==> config.mk <==
export PLATFORM = sky130hd
export DESIGN_NAME = mic1_io_sched_flat
export DESIGN_NICKNAME = d
export VERILOG_FILES = /design/src/rtl/mic1_io_sched_if.sv /design/src/rtl/mic1_io_sched.sv /design/src/flat_wrapper.sv
export SDC_FILE = /design/constraint.sdc
export NUM_CORES = 1
export LEC_CHECK = 0
export ABC_AREA = 1
export ABC_CLOCK_PERIOD_IN_PS = 2640
export CAP_MARGIN = 15
export CORE_ASPECT_RATIO = 1.25
export CORE_UTILIZATION = 40
export DETAILED_ROUTE_END_ITERATION = 7
export GPL_TIMING_DRIVEN = 0
export PLACE_DENSITY_LB_ADDON = 0.3
export SLEW_MARGIN = 0
export SYNTH_ARGS = -nofsm -noshare
export SYNTH_HDL_FRONTEND = slang
export SYNTH_SLANG_ARGS = --single-unit
==> constraint.sdc <==
create_clock -name clk -period 2.64 [get_ports clk]
set_input_delay 0.66 -clock clk [delete_from_list [all_inputs] [get_ports clk]]
set_output_delay 0.66 -clock clk [all_outputs]
set_load 0.02 [all_outputs]
==> src/rtl/mic1_io_sched_if.sv <==
// Data-memory bus between the mic1 core, main memory and the I/O scheduler.
// The slave side is the scheduler; the master side is core plus main memory.
interface mic1_io_sched_if;
    logic        mem_read;
    logic        mem_write;
    logic [31:0] mem_addr;
    logic [31:0] mem_wdata;
    logic [31:0] mem_rdata_mem;
    logic [31:0] mem_rdata_core;
    logic        mem_ren;
    logic        mem_wen;

    modport master (
        output mem_read, mem_write, mem_addr, mem_wdata, mem_rdata_mem,
        input  mem_rdata_core, mem_ren, mem_wen
    );

    modport slave (
        input  mem_read, mem_write, mem_addr, mem_wdata, mem_rdata_mem,
        output mem_rdata_core, mem_ren, mem_wen
    );
endinterface

==> src/rtl/mic1_io_sched.sv <==
// Memory-mapped UART I/O scheduler for mic1: address decode, TX stall FSM, RX FIFO.
// Optional blocking RX reads (stall until a byte arrives) with MIC1_IO_BLOCKING_RX_EN.
module mic1_io_sched #(
    parameter int          RX_DEPTH     = 4,
    parameter logic [31:0] IO_DATA_ADDR = 32'hFFFFFFFD,
    parameter logic [31:0] IO_STAT_ADDR = 32'hFFFFFFFC
) (
    input  logic             clk,
    input  logic             rst,
    input  logic             run_in,
    output logic             core_run,
    mic1_io_sched_if.slave   bus,
    input  logic             rx_done,
    input  logic [7:0]       rx_data,
    output logic             tx_start,
    output logic [7:0]       tx_data,
    input  logic             tx_busy
);
    localparam int PTR_W = (RX_DEPTH > 1) ? $clog2(RX_DEPTH) : 1;
    localparam int CNT_W = PTR_W + 1;

`ifdef MIC1_IO_BLOCKING_RX_EN
    typedef enum logic [1:0] {IDLE, TX_WAIT, TX_BUSY, RX_WAIT} state_t;
`else
    typedef enum logic [1:0] {IDLE, TX_WAIT, TX_BUSY} state_t;
`endif

    state_t state, state_d;

    logic [7:0]       fifo_mem [RX_DEPTH];
    logic [PTR_W-1:0] wr_ptr, rd_ptr;
    logic [CNT_W-1:0] count;
    logic             ovf;
    logic             io_sel_q, io_sel_d;
    logic [31:0]      io_rdata_q, io_rdata_d;

    logic data_hit, stat_hit, io_hit;
    logic acc_rd, acc_wr, data_rd, stat_rd;
    logic tx_accept, ovf_clr;
    logic fifo_nonempty, fifo_full;
    logic fifo_push, fifo_pop, fifo_drop;
    logic rx_block, rx_bypass;
    logic unused_wdata;

    assign data_hit = (bus.mem_addr == IO_DATA_ADDR);
    assign stat_hit = (bus.mem_addr == IO_STAT_ADDR);
    assign io_hit   = data_hit | stat_hit;

    // core_run depends only on run_in and registered state, never on the bus.
    assign core_run = run_in & (state == IDLE);

    assign acc_rd    = bus.mem_read  & core_run;
    assign acc_wr    = bus.mem_write & core_run;
    assign data_rd   = acc_rd & data_hit;
    assign stat_rd   = acc_rd & stat_hit;
    assign tx_accept = acc_wr & data_hit;
    assign ovf_clr   = acc_wr & stat_hit & bus.mem_wdata[2];

    assign bus.mem_ren = acc_rd & ~io_hit;
    assign bus.mem_wen = acc_wr & ~io_hit;

    assign fifo_nonempty = (count != '0);
    assign fifo_full     = (count == CNT_W'(RX_DEPTH));

`ifdef MIC1_IO_BLOCKING_RX_EN
    // A byte arriving while a blocked (or just-blocking) read waits goes
    // straight to the core and never enters the FIFO.
    assign rx_block  = data_rd & ~fifo_nonempty & ~rx_done;
    assign rx_bypass = rx_done & ((data_rd & ~fifo_nonempty) | (state == RX_WAIT));
`else
    assign rx_block  = 1'b0;
    assign rx_bypass = 1'b0;
`endif

    assign fifo_pop  = data_rd & fifo_nonempty;
    assign fifo_push = rx_done & ~rx_bypass & (~fifo_full | fifo_pop);
    assign fifo_drop = rx_done & ~rx_bypass & fifo_full & ~fifo_pop;

    assign bus.mem_rdata_core = io_sel_q ? io_rdata_q : bus.mem_rdata_mem;

    assign unused_wdata = ^bus.mem_wdata[31:8];

    always_comb begin
        state_d    = state;
        io_sel_d   = 1'b0;
        io_rdata_d = '0;

        case (state)
            IDLE: begin
                if (tx_accept)
                    state_d = TX_WAIT;
                else if (rx_block) begin
`ifdef MIC1_IO_BLOCKING_RX_EN
                    state_d = RX_WAIT;
`endif
                end
            end
            TX_WAIT: if (tx_busy)  state_d = TX_BUSY;
            TX_BUSY: if (!tx_busy) state_d = IDLE;
`ifdef MIC1_IO_BLOCKING_RX_EN
            RX_WAIT: if (rx_done)  state_d = IDLE;
`endif
            default: state_d = IDLE;
        endcase

        if (stat_rd) begin
            io_sel_d   = 1'b1;
            io_rdata_d = {29'b0, ovf, state != IDLE, fifo_nonempty};
        end else if (data_rd && fifo_nonempty) begin
            io_sel_d   = 1'b1;
            io_rdata_d = {24'b0, fifo_mem[rd_ptr]};
        end else if (rx_bypass) begin
            io_sel_d   = 1'b1;
            io_rdata_d = {24'b0, rx_data};
        end else if (data_rd && !rx_block) begin
            io_sel_d   = 1'b1;
            io_rdata_d = '0;
        end
    end

    always_ff @(posedge clk) begin
        if (rst) begin
            state      <= IDLE;
            wr_ptr     <= '0;
            rd_ptr     <= '0;
            count      <= '0;
            ovf        <= 1'b0;
            tx_start   <= 1'b0;
            tx_data    <= '0;
            io_sel_q   <= 1'b0;
            io_rdata_q <= '0;
        end else begin
            state <= state_d;
            if (fifo_push) wr_ptr <= wr_ptr + PTR_W'(1);
            if (fifo_pop)  rd_ptr <= rd_ptr + PTR_W'(1);
            count <= count + CNT_W'(fifo_push) - CNT_W'(fifo_pop);
            // A dropping push beats a same-cycle clear.
            if (fifo_drop)
                ovf <= 1'b1;
            else if (ovf_clr)
                ovf <= 1'b0;
            tx_start <= tx_accept;
            if (tx_accept) tx_data <= bus.mem_wdata[7:0];
            io_sel_q <= io_sel_d;
            if (io_sel_d) io_rdata_q <= io_rdata_d;
        end
    end

    // FIFO storage holds data only and needs no reset.
    always_ff @(posedge clk) begin
        if (fifo_push) fifo_mem[wr_ptr] <= rx_data;
    end
endmodule
==> src/flat_wrapper.sv <==
// flat-port wrapper written by rule: the top's interface ports become plain ports
module mic1_io_sched_flat 
#(
    parameter int          RX_DEPTH     = 4,
    parameter logic [31:0] IO_DATA_ADDR = 32'hFFFFFFFD,
    parameter logic [31:0] IO_STAT_ADDR = 32'hFFFFFFFC
)
  (clk, rst, run_in, core_run, rx_done, rx_data, tx_start, tx_data, tx_busy, bus_mem_read, bus_mem_write, bus_mem_addr, bus_mem_wdata, bus_mem_rdata_mem, bus_mem_rdata_core, bus_mem_ren, bus_mem_wen);
  mic1_io_sched_if bus_i ();
  input  logic clk;
  input  logic rst;
  input  logic run_in;
  output logic core_run;
  input  logic rx_done;
  input  logic [7:0] rx_data;
  output logic tx_start;
  output logic [7:0] tx_data;
  input  logic tx_busy;
  input wire logic [$bits(bus_i.mem_read)-1:0] bus_mem_read;
  input wire logic [$bits(bus_i.mem_write)-1:0] bus_mem_write;
  input wire logic [$bits(bus_i.mem_addr)-1:0] bus_mem_addr;
  input wire logic [$bits(bus_i.mem_wdata)-1:0] bus_mem_wdata;
  input wire logic [$bits(bus_i.mem_rdata_mem)-1:0] bus_mem_rdata_mem;
  output wire logic [$bits(bus_i.mem_rdata_core)-1:0] bus_mem_rdata_core;
  output wire logic [$bits(bus_i.mem_ren)-1:0] bus_mem_ren;
  output wire logic [$bits(bus_i.mem_wen)-1:0] bus_mem_wen;
  assign bus_i.mem_read = bus_mem_read;
  assign bus_i.mem_write = bus_mem_write;
  assign bus_i.mem_addr = bus_mem_addr;
  assign bus_i.mem_wdata = bus_mem_wdata;
  assign bus_i.mem_rdata_mem = bus_mem_rdata_mem;
  assign bus_mem_rdata_core = bus_i.mem_rdata_core;
  assign bus_mem_ren = bus_i.mem_ren;
  assign bus_mem_wen = bus_i.mem_wen;
  mic1_io_sched #(.RX_DEPTH(RX_DEPTH), .IO_DATA_ADDR(IO_DATA_ADDR), .IO_STAT_ADDR(IO_STAT_ADDR)) u_core (.clk(clk), .rst(rst), .run_in(run_in), .core_run(core_run), .bus(bus_i), .rx_done(rx_done), .rx_data(rx_data), .tx_start(tx_start), .tx_data(tx_data), .tx_busy(tx_busy));
endmodule
### Word-level counts from Yosys, hierarchy flattened

Memories as Yosys holds them, arrays and structs flattened. A register that Yosys moved wholly into a read port is not among the register bits.
Index checks and enable logic that the tools add are counted.

* equality and inequality tests: 8
* reduce and logical (&&, ||, !) cells: 6
* multiplexer cells: 16
* bitwise operators: 19
* add/subtract/negate cells: 4

Operators with widths (number)
* $eq 32x32->1 const B: 2
* $mux 32: 2
* $and 1x1->1: 14
* $mux 2: 5
* $mux 8: 1
* $mux 1: 7
* $pmux 2 s3: 1
* $add 2x1->2 const B: 2
* $ne 2x2->1 const B: 2
* $reduce_bool 2->1: 2
* $add 3x1->3: 1
* $eq 3x3->1 const B: 1
* $not 1->1: 3
* $reduce_and 3->1: 1
* $reduce_bool 3->1: 1
* $sub 3x1->3: 1
* $eq 2x1->1 const B: 1
* $eq 2x2->1 const B: 1
* $logic_not 2->1: 1
* $ne 2x1->1 const B: 1
* $or 1x1->1: 2
* $logic_and 1x1->1: 1

* output and inout port bits: 44
* bits in registers: 52
* memories kept: 1
* RAM bits: 32

Memories
* u_core.fifo_mem: words 4, bits a word 8, rd ports 1, clocked after memory_dff 1, wr ports 1, RTL line mic1_io_sched.sv:30 `logic [7:0] fifo_mem [RX_DEPTH];`

### Longest topological paths before layout

Gate-level depths: netlist of run 1.

* word-level depth: 9
* depth in mapped cells: 15

### Least setup slack after synthesis of run 1

OpenSTA, ideal clock, no wires.

* path type: input to register
* start: input port bus_mem_addr[21]
* end: register u_core.count[2]
* slack: 0.196 ns
* arrival time: 2.324 ns
* stages: 14
* data required time: 2.520 ns
* buffers on the path: 0
* cell sequence: nand2_1 > nor2_1 > nand2_2 > nor2_8 > nand3_4 > nand2_2 > nand2_2 > inv_1 > ha_1 > inv_1 > fa_1 > xor2_1 > o21ai_0 > a21oi_1

* longest elaborated chain between the ends: 7

RTL lines
* start, declared: RTL line flat_wrapper.sv:21 `input wire logic [$bits(bus_i.mem_addr)-1:0] bus_mem_addr;`
* $eq 32x32->1: RTL line mic1_io_sched.sv:45 `assign data_hit = (bus.mem_addr == IO_DATA_ADDR);`
* $and 1x1->1: RTL line mic1_io_sched.sv:54 `assign data_rd = acc_rd & data_hit;`
* $and 1x1->1: RTL line mic1_io_sched.sv:75 `assign fifo_pop = data_rd & fifo_nonempty;`
* $or 1x1->1: RTL line mic1_io_sched.sv:76 `assign fifo_push = rx_done & ~rx_bypass & (~fifo_full | fifo_pop);`
* $and 1x1->1: RTL line mic1_io_sched.sv:76
* net u_core.fifo_push: RTL line mic1_io_sched.sv:41 `logic fifo_push, fifo_pop, fifo_drop;`
* $add 3x1->3: RTL line mic1_io_sched.sv:136 `count <= count + CNT_W'(fifo_push) - CNT_W'(fifo_pop);`
* $sub 3x1->3: RTL line mic1_io_sched.sv:136
* end signal, assigned: RTL line mic1_io_sched.sv:136
* end, declared: RTL line mic1_io_sched.sv:32 `logic [CNT_W-1:0] count;`

The timed path passes the listed nets, and every way through them passes these cells.
A chain may end at the register's enable or synchronous reset.

### Worst setup path after layout of run 1

* start: input port run_in
* end: output port core_run

* longest elaborated chain between the ends: 1

RTL lines
* start, declared: RTL line flat_wrapper.sv:12 `input logic run_in;`
* $and 1x1->1: RTL line mic1_io_sched.sv:50 `assign core_run = run_in & (state == IDLE);`
* end, declared: RTL line flat_wrapper.sv:13 `output logic core_run;`

Every way passes these cells.

==> results of run 1 <==
-- report_power, final --
part | switching [mW] | internal, mW
clock network | 0.392 | 0.447
registers | 0.0234 | 1.07
logic | 0.190 | 0.197
-- layout make-up --
cell class,instances,area [um^2],area share [%]
Multi-Input combinational cell,225,1210,25.7
Tap cell,90,113,2.39
Buffer,9,45.0,0.957
Timing Repair Buffer,137,1380,29.4
Inverter,50,190,4.04
Clock buffer,9,124,2.63
Clock inverter,7,80.1,1.70
Sequential cell,62,1560,33.2
-- synthesized netlist by cell type (all sizes together) --
cell	instances
dfxtp	30
nor3	1
xnor2	1
nor2	90
o41ai	1
fa	1
edfxtp	32
o21ai	25
xor2	2
ha	5
nand3	18
nand2	51
buf	6
clkbuf	3
inv	50
nand4	1
mux2	6
o22a	1
o22ai	7
a21oi	15
-- cell families (layout without fill, tap and decap cells) --
logic type | count (synthesis) | count (layout) | synth area share [%]
AO/OA/AOI/OAI | 49 | 49 | 8.89
XOR/XNOR | 3 | 3 | 0.894
adder cells (fa/ha/maj) | 6 | 6 | 2.81
buffers and inverters | 59 | 212 | 7.74
flip-flops | 62 | 62 | 53.1
multiplexers | 6 | 6 | 2.30
AND/OR/NAND/NOR | 161 | 161 | 24.3
-- repair_timing --
item / in CTS / in global routing
setup buffers: 6 / 1
pin swaps: 32 / 16
gates resized for setup: 53 / 30
setup endpoints to repair: 55 / 57
-- final timing paths --
path / startpoint / end / slack (ps) / depth (start not counted)
worst max register to register: u_core.state[1] / u_core.count[2] / 550 / 13
worst max-delay path: run_in / core_run / 60 / 4
worst min register to register: u_core.count[2] / u_core.count[2] / 470 / 1
worst min-delay path: u_core.count[2] / u_core.count[2] / 470 / 1
-- layer usage --
layer | wire length (um) | up-vias | track usage (%)
met2 | 3890 | 104 | 37.0
met1 | 2870 | 1227 | 22.4
met5 | 0 | - | 0
met4 | 132 | 0 | 7.12
li1 | - | 1405 | -
met3 | 647 | 10 | 6.64
-- through the flow --
stage                     util [%]  power (mW)  TNS, ps
after floorplan                  -        1.28        0
after global placement        62.0        1.49   -13300
after detailed placement      62.0        1.51   -15690
after CTS                     65.8        2.34    -22.2
after global routing          67.0        2.42    -58.0
final                         67.0        2.31        0
-- state kept, by name, summed over array words and instances, names as in the netlist, 2 cells and up, named ones only --
signal             flops
u_core.fifo_mem       32
u_core.tx_data         8
u_core.state           2
u_core.io_rdata_q      8
u_core.wr_ptr          2
u_core.rd_ptr          2
u_core.count           3
==> impl_metrics.json, run 1 <==
{
  "p_leak_nw": 2.20,
  "synthTopCellsByArea": "edfxtp_1, dfxtp_1, nor2_1, inv_1, nand2_1",
  "path_class": "in2out",
  "drtIter0Drc": 65,
  "max-vdd-ir-drop_mv": 0.474,
  "ant_nets": 0,
  "final_cell_mix": "nor2_1, clkdlybuf4s50_1, inv_1",
  "syn_avg_cell_area_um2": 8.50,
  "die_w_um": 78.7,
  "syn2layout_area_growth_pct": 60.0,
  "die_y_um": 97.9,
  "wirelength_um": 7530,
  "synth_top_area_share_pct": 32.7,
  "pin_count": 155,
  "finalNonFillerCells": 589,
  "critPathLaunchType": "input port",
  "ys_ff_latch": 62,
  "drt-wirelength-per-cell_um": 12.8,
  "yosys.area.top_type": "edfxtp_1",
  "ctsHoldBuffers": 0,
  "status": "finished, final reports clean",
  "nets": 611,
  "syn_inst": 346,
  "slowest_stage": "clkdlybuf4s50_1",
  "drv_slew": 0,
  "cts_made_buffers": 9,
  "hpwl_um": 5630,
  "cts_tree": "yes",
  "port_buffers": 130,
  "first_global_vias": 2702,
  "critPathArrivalTime_ps": 1920,
  "cp_common_cell": "clkdlybuf4s50_1",
  "period_minus_slack_ps": 2580,
  "grt_start_max_net_pins": 14,
  "finalSetupViolations": 0,
  "setup_slack_ps": 64.7,
  "dr.pass1.iters": 5,
  "core-area_um2": 7020,
  "drt-vias-per-instance": 4.66,
  "place_area_um2": 4350,
  "dieArea_um2": 7700,
  "path_buf_inv": 3,
  "overflow": 0,
  "antenna_found_initial": 0,
  "yosysWarnings": 0,
  "synth_cell_type_count": 28,
  "grt_pass1_wl_um": 12400,
  "initial_utilization_pct": 41.9,
  "clock_sinks": 62,
  "clkLatencyLatePin_ps": 330,
  "num_antenna_cells": 0,
  "syn_area_um2": 2940,
  "power_density_nw_per_um2": 492,
  "cts-root-buf": "clkbuf_8",
  "hold_path.class": "reg2reg",
  "drc": 0,
  "dr_total_vias": 2746,
  "htree_num_levels": 3,
  "drive_above_1_share_pct": 14.6,
  "gp_congestion": 0.744,
  "drv_cap": 0,
  "pre_cts_slack_ps": -497,
  "critPathMaxStageDelay_ps": 610,
  "cp_top_family": "buffers and inverters",
  "clockBufferDepth": 2,
  "clk_pin_slew_ps": 70,
  "placedCellCount": 566,
  "relSlewSlack_pct": 46.0,
  "fp-row-count": 34,
  "n_fill_cell": 591,
  "design_area_um2": 4700,
  "worstPathCellList": "clkdlybuf4s50_1 > nand3_1 > inv_2 > clkdlybuf4s50_1",
  "tightest_slew_ps": 806,
  "fin_skew_ps": 5.32,
  "critPathRequiredTime_ps": 1980,
  "groute.usage.overall_pct": 20.6,
  "ys_seq_area_share_pct": 53.1,
  "whs_ps": 469,
  "timing.fmax_mhz": 388,
  "hold_viol": 0,
  "syn_nets": 463,
  "cp-end-kind": "output pin",
  "fin_crit_sh_pct": 97.5,
  "worstPathMaxFanout": 4
}
Note: power is estimated with default switching activity, not from simulation.
==> inputs of run 2 (changes only) <==
--- a/config.mk
+++ b/config.mk
@@ -8,5 +8,4 @@
 export ABC_AREA = 1
 export ABC_CLOCK_PERIOD_IN_PS = 2640
-export CAP_MARGIN = 15
 export CORE_ASPECT_RATIO = 1.25
 export CORE_UTILIZATION = 40
==> constraint.sdc (replaced) <==
create_clock -name clk -period 2.64 [get_ports clk]
set_input_delay 0.66 -clock clk [delete_from_list [all_inputs] [get_ports clk]]
set_output_delay 0.66 -clock clk [all_outputs]
set_load 0.05 [all_outputs]
==> impl_metrics.json, run 2 (same netlist as run 1, synthesis figures left out) <==
{
  "design_area_um2": 4670,
  "cts-root-buf": "clkbuf_8",
  "critPathRequiredTime_ps": 2860,
  "finalSetupViolations": 0,
  "cts_tree": "yes",
  "drt-vias-per-instance": 4.62,
  "hpwl_um": 5630,
  "first_global_vias": 2738,
  "drive_above_1_share_pct": 15.6,
  "fp-row-count": 34,
  "nets": 617,
  "placedCellCount": 566,
  "clkLatencyLatePin_ps": 330,
  "grt_start_max_net_pins": 14,
  "period_minus_slack_ps": 2530,
  "overflow": 0,
  "htree_num_levels": 3,
  "worstPathMaxFanout": 5,
  "wirelength_um": 7650,
  "dr_total_vias": 2748,
  "endpoint": "u_core.count[2]",
  "hold_path.class": "reg2reg",
  "largest_reg_flops": 32,
  "place_area_um2": 4350,
  "drc": 0,
  "die_w_um": 78.7,
  "critPathArrivalTime_ps": 2760,
  "clk_pin_slew_ps": 70,
  "dieArea_um2": 7700,
  "core-area_um2": 7020,
  "p_int_mw": 1.70,
  "grt_pass1_wl_um": 12500,
  "reg2reg_from": "u_core.state[1]",
  "mostFrequentLayoutCell": "nor2_1",
  "path_class": "in2reg",
  "final_cell_mix": "nor2_1, clkdlybuf4s50_1, dlygate4sd2_1",
  "regMostFlops": "u_core.fifo_mem",
  "p_leak_nw": 2.11,
  "p_switching_uw": 670,
  "drt-wirelength-per-cell_um": 12.9,
  "largestRegisters": "u_core.fifo_mem x32, u_core.io_rdata_q x8, u_core.tx_data x8",
  "register_area_um2": 1560,
  "finalNonFillerCells": 595,
  "initial_utilization_pct": 41.9,
  "fin_crit_sh_pct": 96.0,
  "ff2ff_path_depth": 13,
  "port_buffers": 130,
  "drv_slew": 0,
  "gp_congestion": 0.744,
  "drv_cap": 0,
  "clockBufferDepth": 2,
  "status": "finished, final reports clean",
  "drtIter0Drc": 78,
  "fin_skew_ps": 5.32,
  "critPathLaunchType": "input port",
  "relSlewSlack_pct": 46.0,
  "rrSetupSlack_ps": 520,
  "num_antenna_cells": 0,
  "dr.pass1.iters": 4,
  "n_fill_cell": 592,
  "multi_input_area_um2": 1210,
  "r2r_end": "u_core.count[2]",
  "cts_made_buffers": 9,
  "syn2layout_area_growth_pct": 58.9,
  "power_density_nw_per_um2": 506,
  "die_y_um": 97.9,
  "cp-end-kind": "flop",
  "groute.usage.overall_pct": 20.8,
  "hold_viol": 0,
  "fin_setup_tns_ps": 0,
  "tightest_slew_ps": 806,
  "comb_power_share_pct": 18.4,
  "p_clk_share_pct": 35.5,
  "power_frac_seq_pct": 46.1,
  "timing.fmax_mhz": 395,
  "startpoint": "run_in",
  "final_core_util_pct": 66.5,
  "antenna_found_initial": 0,
  "clock_sinks": 62,
  "ant_nets": 0,
  "max-vdd-ir-drop_mv": 0.474,
  "pre_cts_slack_ps": -603,
  "pin_count": 155,
  "sw_frac_of_total_pct": 28.3,
  "setup_slack_ps": 107
}
run 2: per-stage QoR:
step | hold WS, ps | power [mW]
after floorplan | 422 | 1.34
after global placement | 436 | 1.56
after detailed placement | 446 | 1.57
after CTS | 463 | 2.38
after global routing | 499 | 2.47
final | 468 | 2.37
run 2: layout make-up:
cell class	instances	area share, %
Clock buffer	9	2.65
Tap cell	90	2.41
Timing Repair Buffer	143	29.0
Buffer	9	0.911
Clock inverter	7	1.71
Sequential cell	62	33.4
Multi-Input combinational cell	225	25.8
Inverter	50	4.07
run 2: critical path, cell delays in order:
cell and delay, ps:
clkdlybuf4s50_1 460, nand3_1 90, inv_2 80, nand2_2 90, inv_4 100, nand4_1 180, xnor2_1 210, ha_2 200
inv_2 30, fa_2 340, xor2_2 150, o21ai_1 120, a21oi_1 50
run 2: worst min-delay path by stage:
stage | from | end | slack (ps) | cells after the start
final | u_core.count[2] | u_core.count[2] | 470 | 1
after global routing | u_core.io_rdata_q[4] | u_core.io_rdata_q[4] | 500 | 2
after floorplan | u_core.count[2] | u_core.count[2] | 420 | 1
after global placement | u_core.count[2] | u_core.count[2] | 440 | 1
after CTS | u_core.count[2] | u_core.count[2] | 460 | 1
after detailed placement | u_core.count[2] | u_core.count[2] | 450 | 1
run 2: power by group through the flow:
stage	Combinational, mW	Clock [mW]	Sequential [mW]
after floorplan	0.239	0	1.10
after global placement	0.450	0	1.11
after global routing	0.477	0.902	1.09
final	0.436	0.840	1.09
after CTS	0.435	0.859	1.09
after detailed placement	0.461	0	1.11
run 2: what timing repair did:
| item | CTS | global route |
|---|---|---|
| setup buffers | 7 | 6 |
| pin swaps | 32 | 16 |
| resized for setup | 90 | 17 |
| hold buffers | 0 | 0 |
| setup endpoints to repair | 68 | 46 |
run 2: metal layers:
metal | GRT usage [%] | part of all wire (%) | vias to the layer above
met5 | 0 | 0 | -
met4 | 7.41 | 1.4 | 0
met3 | 6.82 | 8.4 | 8
met2 | 37.5 | 52 | 96
met1 | 22.4 | 38 | 1228
li1 | - | - | 1416
==> inputs of run 3 (changes only) <==
- RECOVER_POWER: unset -> 25
==> impl_metrics.json, run 3 (same netlist as run 1, synthesis figures left out) <==
{
  "htree_num_levels": 3,
  "critPathArrivalTime_ps": 2760,
  "cts_made_buffers": 9,
  "tightest_slew_ps": 809,
  "clk_pin_slew_ps": 70,
  "worstPathCellList": "clkdlybuf4s50_1 > nand3_1 > inv_2 > nand2_2 > inv_4 > nand4_1 > xnor2_1 > ha_2 > inv_2 > fa_2 > xor2_2 > o21ai_1 > a21oi_1",
  "gp_congestion": 0.744,
  "cp_common_cell": "inv_2",
  "sw_frac_of_total_pct": 28.3,
  "fp-row-count": 34,
  "largestRegisters": "u_core.fifo_mem x32, u_core.io_rdata_q x8, u_core.tx_data x8",
  "antenna_found_initial": 0,
  "drv_slew": 0,
  "core-area_um2": 7020,
  "finalSetupViolations": 0,
  "critPathLaunchType": "input port",
  "first_global_vias": 2738,
  "drv_cap": 0,
  "mostFrequentLayoutCell": "nor2_1",
  "dr_total_vias": 2758,
  "cts_tree": "yes",
  "min_from": "u_core.count[2]",
  "hold_path.class": "reg2reg",
  "path_class": "in2reg",
  "comb_power_share_pct": 18.3,
  "cp_top_family": "buffers and inverters",
  "critPathMaxStageDelay_ps": 460,
  "clkLatencyLatePin_ps": 330,
  "syn2layout_area_growth_pct": 58.6,
  "p_leak_nw": 2.11,
  "setup_slack_ps": 99.6,
  "cp-end-kind": "flop",
  "drt-wirelength-per-cell_um": 12.9,
  "dieArea_um2": 7700,
  "timing.fmax_mhz": 394,
  "design_area_um2": 4660,
  "dr.pass1.iters": 4,
  "ff2ff_path_depth": 13,
  "place_area_um2": 4350,
  "drt-vias-per-instance": 4.64,
  "reg2reg_from": "u_core.state[1]",
  "ant_nets": 0,
  "largest_reg_flops": 32,
  "wirelength_um": 7670,
  "pre_cts_slack_ps": -603,
  "startpoint": "run_in",
  "holdPathEnd": "u_core.count[2]",
  "fin_skew_ps": 5.17,
  "status": "finished, final reports clean",
  "clockBufferDepth": 2,
  "rrSetupSlack_ps": 510,
  "die_y_um": 97.9,
  "period_minus_slack_ps": 2540,
  "drc": 0,
  "p_clk_share_pct": 35.5,
  "p_int_mw": 1.69,
  "initial_utilization_pct": 41.9,
  "clock_sinks": 62,
  "regMostFlops": "u_core.fifo_mem",
  "final_cell_mix": "nor2_1, dlygate4sd2_1, clkdlybuf4s50_1",
  "final_core_util_pct": 66.4,
  "power_frac_seq_pct": 46.1,
  "drive_above_1_share_pct": 15.4,
  "path_buf_inv": 4,
  "whs_path_depth": 1,
  "worstPathMaxFanout": 5,
  "num_antenna_cells": 0,
  "critPathRequiredTime_ps": 2860,
  "relSlewSlack_pct": 45.9,
  "p_switching_uw": 669,
  "grt_start_max_net_pins": 14,
  "grt_pass1_wl_um": 12500,
  "max-vdd-ir-drop_mv": 0.473,
  "pin_count": 155,
  "port_buffers": 130,
  "power_mw": 2.36,
  "r2r_end": "u_core.count[2]",
  "hold_viol": 0,
  "ctsHoldBuffers": 0,
  "power_density_nw_per_um2": 506,
  "slowest_stage": "clkdlybuf4s50_1",
  "die_w_um": 78.7,
  "drtIter0Drc": 81,
  "hpwl_um": 5630,
  "groute.usage.overall_pct": 20.8,
  "nets": 617,
  "cts-root-buf": "clkbuf_8",
  "fin_crit_sh_pct": 96.2,
  "overflow": 0
}
## run 3: changes by cell type in the layout (fill, tap and decap cells not counted), sizes merged
cell | before | now
dlygate4sd3 | 0 | 9
clkdlybuf4s50 | 63 | 54
## run 3: how the worst max path moves through the flow
stage	endpoint	slack, ps	cells after the start
floorplan	u_core.count[2]	90	14
global placement	bus_mem_wen	-580	9
detailed placement	bus_mem_wen	-600	9
CTS	bus_mem_wen	-130	9
global route	u_core.count[2]	-50	15
finish	u_core.count[2]	100	13
## run 3: repair_timing
item | 4_1_cts | 5_1_grt
resized for setup | 90 | 17
cloned | 0 | 0
buffers inserted | 7 | 6
endpoints found under the setup margin | 68 | 46
pin swaps | 32 | 16
## run 3: metal layers
layer	part of all wire [%]	vias to the layer above	track usage [%]	wire length, um
li1	-	1418	-	-
met1	38	1239	22.4	2900
met2	52	95	37.5	4010
met3	8.9	6	6.82	680
met4	1.0	0	7.41	79
met5	0	-	0	0
## run 3: final cells by class
class	count	area (um^2)
Sequential cell	62	1560
Tap cell	90	113
Clock inverter	7	80.1
Fill cell	594	2360
Timing Repair Buffer	143	1350
Inverter	50	190
Buffer	9	42.5
Clock buffer	9	124
Multi-Input combinational cell	225	1200
## run 3: power by group through the flow
stage	sequential [mW]	combinational, mW	clock [mW]
after global placement	1.11	0.450	0
after detailed placement	1.11	0.461	0
after floorplan	1.10	0.239	0
after CTS	1.09	0.435	0.859
final	1.09	0.433	0.839
after global routing	1.09	0.474	0.902
## run 3: stage by stage
step	hold slack [ps]	TNS, ps	std cells
2_1_floorplan	422	0	346
3_3_place_gp	436	-15600	566
4_1_cts	463	-128	589
3_5_place_dp	446	-18210	566
6_report	463	0	595
5_1_grt	499	-49.5	595
